===== config.mk =====
export PLATFORM = sky130hd
export DESIGN_NAME = mcpu_ctrl_fsm_flat
export DESIGN_NICKNAME = d
export VERILOG_FILES = /design/src/rtl/mcpu_ctrl_fsm_pkg.sv /design/src/rtl/mcpu_ctrl_fsm_if.sv /design/src/rtl/mcpu_ctrl_fsm_wait_ctr.sv /design/src/rtl/mcpu_ctrl_fsm.sv /design/src/flat_wrapper.sv
export SDC_FILE = /design/constraint.sdc
export NUM_CORES = 1
export LEC_CHECK = 0
export CORE_UTILIZATION = 44
export DETAILED_ROUTE_END_ITERATION = 7
export GPL_TIMING_DRIVEN = 0
export HOLD_SLACK_MARGIN = 0.02
export PLACE_DENSITY = 0.73
export SLEW_MARGIN = 30
export SYNTH_ARGS = -nofsm -noshare
export SYNTH_HDL_FRONTEND = slang
export SYNTH_SLANG_ARGS = --single-unit

===== constraint.sdc =====
create_clock -name clk -period 1.8 [get_ports clk]
set_input_delay 0.27 -clock clk [delete_from_list [all_inputs] [get_ports clk]]
set_output_delay 0.27 -clock clk [all_outputs]
set_load 0.05 [all_outputs]

===== src/rtl/mcpu_ctrl_fsm_pkg.sv =====
// Shared definitions for the MCPU multicycle controller: state encodings,
// opcode constants, datapath select codes, the control-word payload and the
// state-to-control decode.
package mcpu_ctrl_fsm_pkg;

    localparam int unsigned ST_W  = 4;
    localparam int unsigned OP_W  = 6;
    localparam int unsigned SEL_W = 2;

    typedef enum logic [ST_W-1:0] {
        S_IDLE   = 4'd0,
        S_FETCH  = 4'd1,
        S_DECODE = 4'd2,
        S_MEMADR = 4'd3,
        S_MEMRD  = 4'd4,
        S_MEMWB  = 4'd5,
        S_MEMWR  = 4'd6,
        S_EXEC   = 4'd7,
        S_RWB    = 4'd8,
        S_BRANCH = 4'd9,
        S_ADDIEX = 4'd10,
        S_ADDIWB = 4'd11,
        S_JUMP   = 4'd12
    } state_e;

    localparam logic [OP_W-1:0] OP_RTYPE = 6'b000000;
    localparam logic [OP_W-1:0] OP_LW    = 6'b100011;
    localparam logic [OP_W-1:0] OP_SW    = 6'b101011;
    localparam logic [OP_W-1:0] OP_BEQ   = 6'b000100;
    localparam logic [OP_W-1:0] OP_ADDI  = 6'b001000;
    localparam logic [OP_W-1:0] OP_J     = 6'b000010;

    localparam logic [SEL_W-1:0] ALU_ADD   = 2'b00;
    localparam logic [SEL_W-1:0] ALU_SUB   = 2'b01;
    localparam logic [SEL_W-1:0] ALU_FUNCT = 2'b10;

    localparam logic [SEL_W-1:0] SRCB_B       = 2'b00;
    localparam logic [SEL_W-1:0] SRCB_FOUR    = 2'b01;
    localparam logic [SEL_W-1:0] SRCB_IMM     = 2'b10;
    localparam logic [SEL_W-1:0] SRCB_IMM_SH2 = 2'b11;

    localparam logic [SEL_W-1:0] PCSRC_ALU    = 2'b00;
    localparam logic [SEL_W-1:0] PCSRC_ALUOUT = 2'b01;
    localparam logic [SEL_W-1:0] PCSRC_JUMP   = 2'b10;

    // Control word driven to the datapath; one flop per field.
    typedef struct packed {
        logic             pc_write;
        logic             branch;
        logic             iord;
        logic             mem_read;
        logic             mem_write;
        logic             ir_write;
        logic             mem_to_reg;
        logic             reg_dst;
        logic             reg_write;
        logic             alu_src_a;
        logic [SEL_W-1:0] alu_src_b;
        logic [SEL_W-1:0] alu_op;
        logic [SEL_W-1:0] pc_source;
    } ctrl_t;

    // States that access memory and may be stretched by the stall counter.
    function automatic logic is_mem_state(input state_e s);
        return (s == S_FETCH) || (s == S_MEMRD) || (s == S_MEMWR);
    endfunction

    // Control word for a state; mem_last marks the final cycle of a stalled
    // access, which gates the IR and PC loads in FETCH.
    function automatic ctrl_t decode_ctrl(input state_e s, input logic mem_last);
        ctrl_t c;
        c = '0;
        case (s)
            S_FETCH: begin
                c.mem_read  = 1'b1;
                c.alu_src_b = SRCB_FOUR;
                c.alu_op    = ALU_ADD;
                c.pc_source = PCSRC_ALU;
                c.ir_write  = mem_last;
                c.pc_write  = mem_last;
            end
            S_DECODE: c.alu_src_b = SRCB_IMM_SH2;
            S_MEMADR: begin
                c.alu_src_a = 1'b1;
                c.alu_src_b = SRCB_IMM;
            end
            S_MEMRD: begin
                c.iord     = 1'b1;
                c.mem_read = 1'b1;
            end
            S_MEMWB: begin
                c.reg_write  = 1'b1;
                c.mem_to_reg = 1'b1;
            end
            S_MEMWR: begin
                c.iord      = 1'b1;
                c.mem_write = 1'b1;
            end
            S_EXEC: begin
                c.alu_src_a = 1'b1;
                c.alu_src_b = SRCB_B;
                c.alu_op    = ALU_FUNCT;
            end
            S_RWB: begin
                c.reg_write = 1'b1;
                c.reg_dst   = 1'b1;
            end
            S_BRANCH: begin
                c.alu_src_a = 1'b1;
                c.alu_src_b = SRCB_B;
                c.alu_op    = ALU_SUB;
                c.branch    = 1'b1;
                c.pc_source = PCSRC_ALUOUT;
            end
            S_ADDIEX: begin
                c.alu_src_a = 1'b1;
                c.alu_src_b = SRCB_IMM;
            end
            S_ADDIWB: c.reg_write = 1'b1;
            S_JUMP: begin
                c.pc_write  = 1'b1;
                c.pc_source = PCSRC_JUMP;
            end
            default: c = '0;
        endcase
        return c;
    endfunction

endpackage


===== src/rtl/mcpu_ctrl_fsm_if.sv =====
// Controller <-> datapath bundle.
//   op        : IR[31:26] from the datapath
//   pc_write .. pc_source : control word to the datapath
//   illegal_op: one-cycle flag for an unsupported opcode
//   state_o   : current controller state (debug)
// master = controller side, slave = datapath side.
interface mcpu_ctrl_fsm_if
    import mcpu_ctrl_fsm_pkg::*;
#(
    parameter int unsigned STATE_W = 4
);
    logic [OP_W-1:0]    op;
    logic               pc_write;
    logic               branch;
    logic               iord;
    logic               mem_read;
    logic               mem_write;
    logic               ir_write;
    logic               mem_to_reg;
    logic               reg_dst;
    logic               reg_write;
    logic               alu_src_a;
    logic [SEL_W-1:0]   alu_src_b;
    logic [SEL_W-1:0]   alu_op;
    logic [SEL_W-1:0]   pc_source;
    logic               illegal_op;
    logic [STATE_W-1:0] state_o;

    modport master (
        input  op,
        output pc_write, branch, iord, mem_read, mem_write, ir_write,
               mem_to_reg, reg_dst, reg_write, alu_src_a, alu_src_b,
               alu_op, pc_source, illegal_op, state_o
    );

    modport slave (
        output op,
        input  pc_write, branch, iord, mem_read, mem_write, ir_write,
               mem_to_reg, reg_dst, reg_write, alu_src_a, alu_src_b,
               alu_op, pc_source, illegal_op, state_o
    );
endinterface


===== src/rtl/mcpu_ctrl_fsm_wait_ctr.sv =====
// Memory stall counter: counts 0..MEM_WAIT while a memory state is active.
//   clk, rst_n  : clock, async active-low reset
//   start       : current state is a memory-access state
//   done        : current cycle is the final cycle of that access
//   done_next_c : the next cycle would be a final cycle if it is spent in a
//                 memory state (lets the controller register its outputs)
module mcpu_wait_ctr #(
    parameter int unsigned MEM_WAIT = 0
) (
    input  logic clk,
    input  logic rst_n,
    input  logic start,
    output logic done,
    output logic done_next_c
);
    localparam int unsigned CNT_W = 4;
    localparam logic [CNT_W-1:0] LAST = CNT_W'(MEM_WAIT);

    logic [CNT_W-1:0] cnt_q;
    logic [CNT_W-1:0] cnt_d;
    logic             running;

    assign done    = start && (cnt_q == LAST);
    assign running = start && !done;

    // Advance while stalled, otherwise clear so every access starts at 0.
    always_comb begin
        cnt_d = '0;
        if (running) begin
            cnt_d = cnt_q + CNT_W'(1);
        end
    end

    // Staying in the access: next count decides; entering a fresh one: count 0.
    assign done_next_c = running ? (cnt_d == LAST) : (LAST == '0);

    always_ff @(posedge clk or negedge rst_n) begin
        if (!rst_n) begin
            cnt_q <= '0;
        end else begin
            cnt_q <= cnt_d;
        end
    end
endmodule


===== src/rtl/mcpu_ctrl_fsm.sv =====
// Multicycle control unit for the MCPU datapath. Sequences FETCH..WRITEBACK
// from the IR opcode. Every output is a flop loaded from the decode of the
// next state, so reg_write is glitch-free toward the level-sensitive RF.
//   clk, rst_n : clock, async active-low reset
//   bus        : master side of mcpu_ctrl_fsm_if (op in, control word out)
module mcpu_ctrl_fsm
    import mcpu_ctrl_fsm_pkg::*;
#(
    parameter int unsigned MEM_WAIT = 0,
    parameter int unsigned STATE_W  = 4
) (
    input  logic            clk,
    input  logic            rst_n,
    mcpu_ctrl_fsm_if.master bus
);
    state_e state_q;
    state_e state_d;
    ctrl_t  ctrl_q;
    ctrl_t  ctrl_d;
    logic   illegal_q;
    logic   illegal_d;

    logic   mem_busy;
    logic   mem_last;
    logic   mem_last_next;

    assign mem_busy = is_mem_state(state_q);

    mcpu_wait_ctr #(
        .MEM_WAIT(MEM_WAIT)
    ) u_wait_ctr (
        .clk        (clk),
        .rst_n      (rst_n),
        .start      (mem_busy),
        .done       (mem_last),
        .done_next_c(mem_last_next)
    );

    // State, control word and illegal flag registers.
    always_ff @(posedge clk or negedge rst_n) begin
        if (!rst_n) begin
            state_q   <= S_IDLE;
            ctrl_q    <= '0;
            illegal_q <= 1'b0;
        end else begin
            state_q   <= state_d;
            ctrl_q    <= ctrl_d;
            illegal_q <= illegal_d;
        end
    end

    // Next state plus the control word for the state being entered.
    always_comb begin
        state_d   = state_q;
        ctrl_d    = '0;
        illegal_d = 1'b0;

        case (state_q)
            S_IDLE:   state_d = S_FETCH;
            S_FETCH:  if (mem_last) state_d = S_DECODE;
            S_DECODE: begin
                case (bus.op)
                    OP_LW, OP_SW: state_d = S_MEMADR;
                    OP_RTYPE:     state_d = S_EXEC;
                    OP_BEQ:       state_d = S_BRANCH;
                    OP_ADDI:      state_d = S_ADDIEX;
                    OP_J:         state_d = S_JUMP;
                    default: begin
                        state_d   = S_FETCH;
                        illegal_d = 1'b1;
                    end
                endcase
            end
            // Only a store goes to the write path; anything else reads.
            S_MEMADR: state_d = (bus.op == OP_SW) ? S_MEMWR : S_MEMRD;
            S_MEMRD:  if (mem_last) state_d = S_MEMWB;
            S_MEMWB:  state_d = S_FETCH;
            S_MEMWR:  if (mem_last) state_d = S_FETCH;
            S_EXEC:   state_d = S_RWB;
            S_RWB:    state_d = S_FETCH;
            S_BRANCH: state_d = S_FETCH;
            S_ADDIEX: state_d = S_ADDIWB;
            S_ADDIWB: state_d = S_FETCH;
            S_JUMP:   state_d = S_FETCH;
            default:  state_d = S_FETCH;
        endcase

        ctrl_d = decode_ctrl(state_d, is_mem_state(state_d) && mem_last_next);
    end

    assign bus.pc_write   = ctrl_q.pc_write;
    assign bus.branch     = ctrl_q.branch;
    assign bus.iord       = ctrl_q.iord;
    assign bus.mem_read   = ctrl_q.mem_read;
    assign bus.mem_write  = ctrl_q.mem_write;
    assign bus.ir_write   = ctrl_q.ir_write;
    assign bus.mem_to_reg = ctrl_q.mem_to_reg;
    assign bus.reg_dst    = ctrl_q.reg_dst;
    assign bus.reg_write  = ctrl_q.reg_write;
    assign bus.alu_src_a  = ctrl_q.alu_src_a;
    assign bus.alu_src_b  = ctrl_q.alu_src_b;
    assign bus.alu_op     = ctrl_q.alu_op;
    assign bus.pc_source  = ctrl_q.pc_source;
    assign bus.illegal_op = illegal_q;
    assign bus.state_o    = STATE_W'(state_q);
endmodule


===== src/flat_wrapper.sv =====
// flat-port wrapper written by rule: the top's interface ports become plain ports
module mcpu_ctrl_fsm_flat import mcpu_ctrl_fsm_pkg::*;
#(
    parameter int unsigned MEM_WAIT = 0,
    parameter int unsigned STATE_W  = 4
)
  (clk, rst_n, bus_op, bus_pc_write, bus_branch, bus_iord, bus_mem_read, bus_mem_write, bus_ir_write, bus_mem_to_reg, bus_reg_dst, bus_reg_write, bus_alu_src_a, bus_alu_src_b, bus_alu_op, bus_pc_source, bus_illegal_op, bus_state_o);
  mcpu_ctrl_fsm_if #(.STATE_W(STATE_W)) bus_i ();
  input  logic clk;
  input  logic rst_n;
  input wire logic [$bits(bus_i.op)-1:0] bus_op;
  output wire logic [$bits(bus_i.pc_write)-1:0] bus_pc_write;
  output wire logic [$bits(bus_i.branch)-1:0] bus_branch;
  output wire logic [$bits(bus_i.iord)-1:0] bus_iord;
  output wire logic [$bits(bus_i.mem_read)-1:0] bus_mem_read;
  output wire logic [$bits(bus_i.mem_write)-1:0] bus_mem_write;
  output wire logic [$bits(bus_i.ir_write)-1:0] bus_ir_write;
  output wire logic [$bits(bus_i.mem_to_reg)-1:0] bus_mem_to_reg;
  output wire logic [$bits(bus_i.reg_dst)-1:0] bus_reg_dst;
  output wire logic [$bits(bus_i.reg_write)-1:0] bus_reg_write;
  output wire logic [$bits(bus_i.alu_src_a)-1:0] bus_alu_src_a;
  output wire logic [$bits(bus_i.alu_src_b)-1:0] bus_alu_src_b;
  output wire logic [$bits(bus_i.alu_op)-1:0] bus_alu_op;
  output wire logic [$bits(bus_i.pc_source)-1:0] bus_pc_source;
  output wire logic [$bits(bus_i.illegal_op)-1:0] bus_illegal_op;
  output wire logic [$bits(bus_i.state_o)-1:0] bus_state_o;
  assign bus_i.op = bus_op;
  assign bus_pc_write = bus_i.pc_write;
  assign bus_branch = bus_i.branch;
  assign bus_iord = bus_i.iord;
  assign bus_mem_read = bus_i.mem_read;
  assign bus_mem_write = bus_i.mem_write;
  assign bus_ir_write = bus_i.ir_write;
  assign bus_mem_to_reg = bus_i.mem_to_reg;
  assign bus_reg_dst = bus_i.reg_dst;
  assign bus_reg_write = bus_i.reg_write;
  assign bus_alu_src_a = bus_i.alu_src_a;
  assign bus_alu_src_b = bus_i.alu_src_b;
  assign bus_alu_op = bus_i.alu_op;
  assign bus_pc_source = bus_i.pc_source;
  assign bus_illegal_op = bus_i.illegal_op;
  assign bus_state_o = bus_i.state_o;
  mcpu_ctrl_fsm #(.MEM_WAIT(MEM_WAIT), .STATE_W(STATE_W)) u_core (.clk(clk), .rst_n(rst_n), .bus(bus_i));
endmodule

==> results.txt <==
RSZ-0062 raised after global routing: true
DR DRC count: 0
PnR Total Power: 2921 uW
Clock Latency Late Sink: 0.32 ns
max cap viols: 0
CP Class: reg -> reg
vias in the first global route: 1108
ANT cells: 0
CP max FO: 4
Critical-path top delay cell: dfrtp_1
post-synth cell types: 46
Final min period: 1.863 ns
Worst Hold Depth: 4
clk sinks: 24
htree depth: 1
Via density: 5.513
WL met2: 1.609 mm
total grt overflow: 0
Total Nets Final: 179
floorplan core area: 2734 sq um
CP arrival: 2.08 ns
Die H: 55.73 microns
clock tree buffer depth: 2
Hold Crit Endpoint: u_core.bus.alu_src_a$_DFF_PN0_
Critical Path RT: 2.02 ns
dpl hpwl: 2.045 mm
vias post-DR: 1097
actual slew at the worst max-slew pin: 0.5240 ns
Buf+Inv Stages, Crit Path: 3
synthesized area per cell: 10.00 sq um
number of synthesized flops with an enable pin: 0
met1 WL: 1.285 mm
Net Count, Synth: 137
Lkg Pwr: 0.0008367 uW
WL met3: 118 microns
cells after synthesis: 127
1st-pass router iterations: 4
FFs w/ async S/R, synth: 100.0%
Final ANT Viol Nets: 0
Die Area: 3105 sq um
GRT Total Usage: 19.72%
P per Cell Area: 1563 nW/um^2
largest cells by area after synthesis: dfrtp_1 (47%), nor2_1 (4.7%), nor3_1 (3.2%), nor3b_1 (3.0%), xnor2_1 (2.8%)
Reg2Reg Setup Slack: -0.06 ns
failing checks: setup timing
first-pass GRT wire length: 4.864 mm
outcome: finished with violations
top sig layer: met4
Buffers on Ports: 26
most frequent cells in the layout: dfrtp_1 (20), clkdlybuf4s50_1 (16), nor2_1 (15)
gpl congestion: 0.8333
Area Growth Syn to Fin: 47.19%
CTS tree: yes
Syn Std Cell Area: 1270 sq um
Post-synth top flop: dfrtp_1
Reg-to-Reg Start: u_core.u_wait_ctr.cnt_q[0]$_DFF_PN0_
Routed WL: 3.065 mm
Clock transition at path regs: 0.13 ns
Fill cells: 199
register area share after synthesis: 47.29%
Top Ports: 29
cell breakdown of the critical path: inv_2 > ha_4 > or3b_4 > o21bai_1 > a221o_2 > inv_4 > buf_4 > o2111ai_2 > o22ai_1
row count: 19
final hold violation count: 0
Pins Over Slew Limit: 0
Final WS setup: -0.06308 ns
Slew HR: 65.07%
cts bufs inserted: 3
top-area cell type share of the netlist area: 47.29%
pre-CTS worst setup slack: -0.4277 ns
leading area contributor after synthesis: dfrtp_1
Ys Warns: 0
Critical Path End Type: register
initial core utilization: 46.45%
period utilization: 103.5%
Fmax: 536.7 MHz
largest net degree at the start of global routing: 25
initial antenna violation count: 0
maximum vdd ir drop: 1.306 mV
Max stage delay on crit path: 0.42 ns
final setup fails: 4
cell family with most CP delay: compound AO/OA/AOI/OAI gates
post-synthesis register bit count: 24
Worst Reg-to-Reg Cells: 9
Critical Path Start Type: register
clock root buffer: clkbuf_4
commonest non-fill, non-tap cell in the layout: dfrtp_1
Hold Crit Start: bus_op[2]
Worst path depth: 9
WL per Instance: 15.40 microns
RR Endpoint: u_core.bus.pc_write$_DFF_PN0_
share of cells above drive strength 1: 34.52%
Fin Clk Skew: 0.001487 ns
initial drt markers: 21
Hold Path Class: in -> reg
Die Span X: 55.73 microns
## per-stage QoR
step / utilization [%] / TNS (ns) / cell area [sq um] / std cells / hold slack, ns
after floorplan: - / -0.03189 / 1308 / 127 / -0.02559
after global placement: 58.76 / -4.056 / 1607 / 184 / 0.4788
after detailed placement: 58.58 / -4.339 / 1602 / 184 / 0.2859
after CTS: 64.44 / -0.08441 / 1762 / 195 / 0.2765
after global routing: 68.38 / -0.6287 / 1869 / 199 / 0.3112
final: 68.38 / -0.1438 / 1869 / 199 / 0.2778
## layer usage
| metal | GRT usage (%) | vias to the layer above |
|---|---|---|
| li1 | - | 526 |
| met1 | 24.39 | 535 |
| met2 | 34.77 | 32 |
| met3 | 2.791 | 4 |
| met4 | 7.500 | 0 |
| met5 | 0 | - |
## cells in the mapped netlist (all sizes together) (3+ instances only)
cell type and count:
a21oi 4, buf 5, clkbuf 3, dfrtp 24, inv 8, nand2 7
nand3 3, nor2 16, nor2b 3, nor3 9, nor3b 5, o21ai 3
xnor2 4
## worst max-delay path by stage
stage | start | end | slack, ns
finish | u_core.u_wait_ctr.cnt_q[0]$_DFF_PN0_ | u_core.bus.pc_write$_DFF_PN0_ | -0.06
global route | u_core.u_wait_ctr.cnt_q[0]$_DFF_PN0_ | u_core.bus.alu_src_b[0]$_DFF_PN0_ | -0.15
CTS | u_core.u_wait_ctr.cnt_q[0]$_DFF_PN0_ | u_core.bus.alu_src_b[0]$_DFF_PN0_ | -0.05
detailed placement | bus_op[0] | u_core.bus.alu_src_b[1]$_DFF_PN0_ | -0.43
global placement | bus_op[0] | u_core.bus.alu_src_b[1]$_DFF_PN0_ | -0.43
floorplan | u_core.u_wait_ctr.cnt_q[0]$_DFF_PN0_ | u_core.bus.alu_src_b[0]$_DFF_PN0_ | -0.03
## where the power goes
| part | switching, uW | leakage [uW] | internal (uW) |
|---|---|---|---|
| logic | 1110 | 0.000492 | 695 |
| clock network | 168 | 0.0000279 | 225 |
| registers | 55.1 | 0.000317 | 672 |
| total | 1330 | 0.000837 | 1590 |
## worst register-to-register path, cell delays in order, from the launching register on
cell and delay, ns:
dfrtp_1 0.42, inv_2 0.08, ha_4 0.13, or3b_4 0.41, o21bai_1 0.15, a221o_2 0.22, inv_4 0.05, buf_4 0.13
o2111ai_2 0.07, o22ai_1 0.10
## cell type report
class | instances | area (sq um) | share of cell area [%]
multi-input combinational | 87 | 704.4 | 37.68
sequential | 24 | 605.6 | 32.40
timing repair buffer | 38 | 360.3 | 19.28
buffer | 7 | 65.06 | 3.481
inverter | 8 | 42.54 | 2.276
tap | 31 | 38.79 | 2.075
clock inverter | 1 | 30.03 | 1.606
clock buffer | 3 | 22.52 | 1.205
## kinds of logic after synthesis
group | after synthesis | synth area share (%)
simple gates | 54 | 25.42
buf+inv | 16 | 6.305
flops | 24 | 47.29
compound gates | 24 | 14.09
fa+ha+maj | 3 | 2.758
xor+xnor | 6 | 4.138
## timing repair
item                                    in CTS  in global routing
endpoints found under the hold margin       24                  0
gates cloned                                 0                  0
buffers inserted                             7                  4
gates resized for setup                     21                 16
endpoints found under the setup margin      20                 11
hold buffers                                 1                  0
pin swaps                                    6                 10
Note: power is estimated with default switching activity, not from simulation.
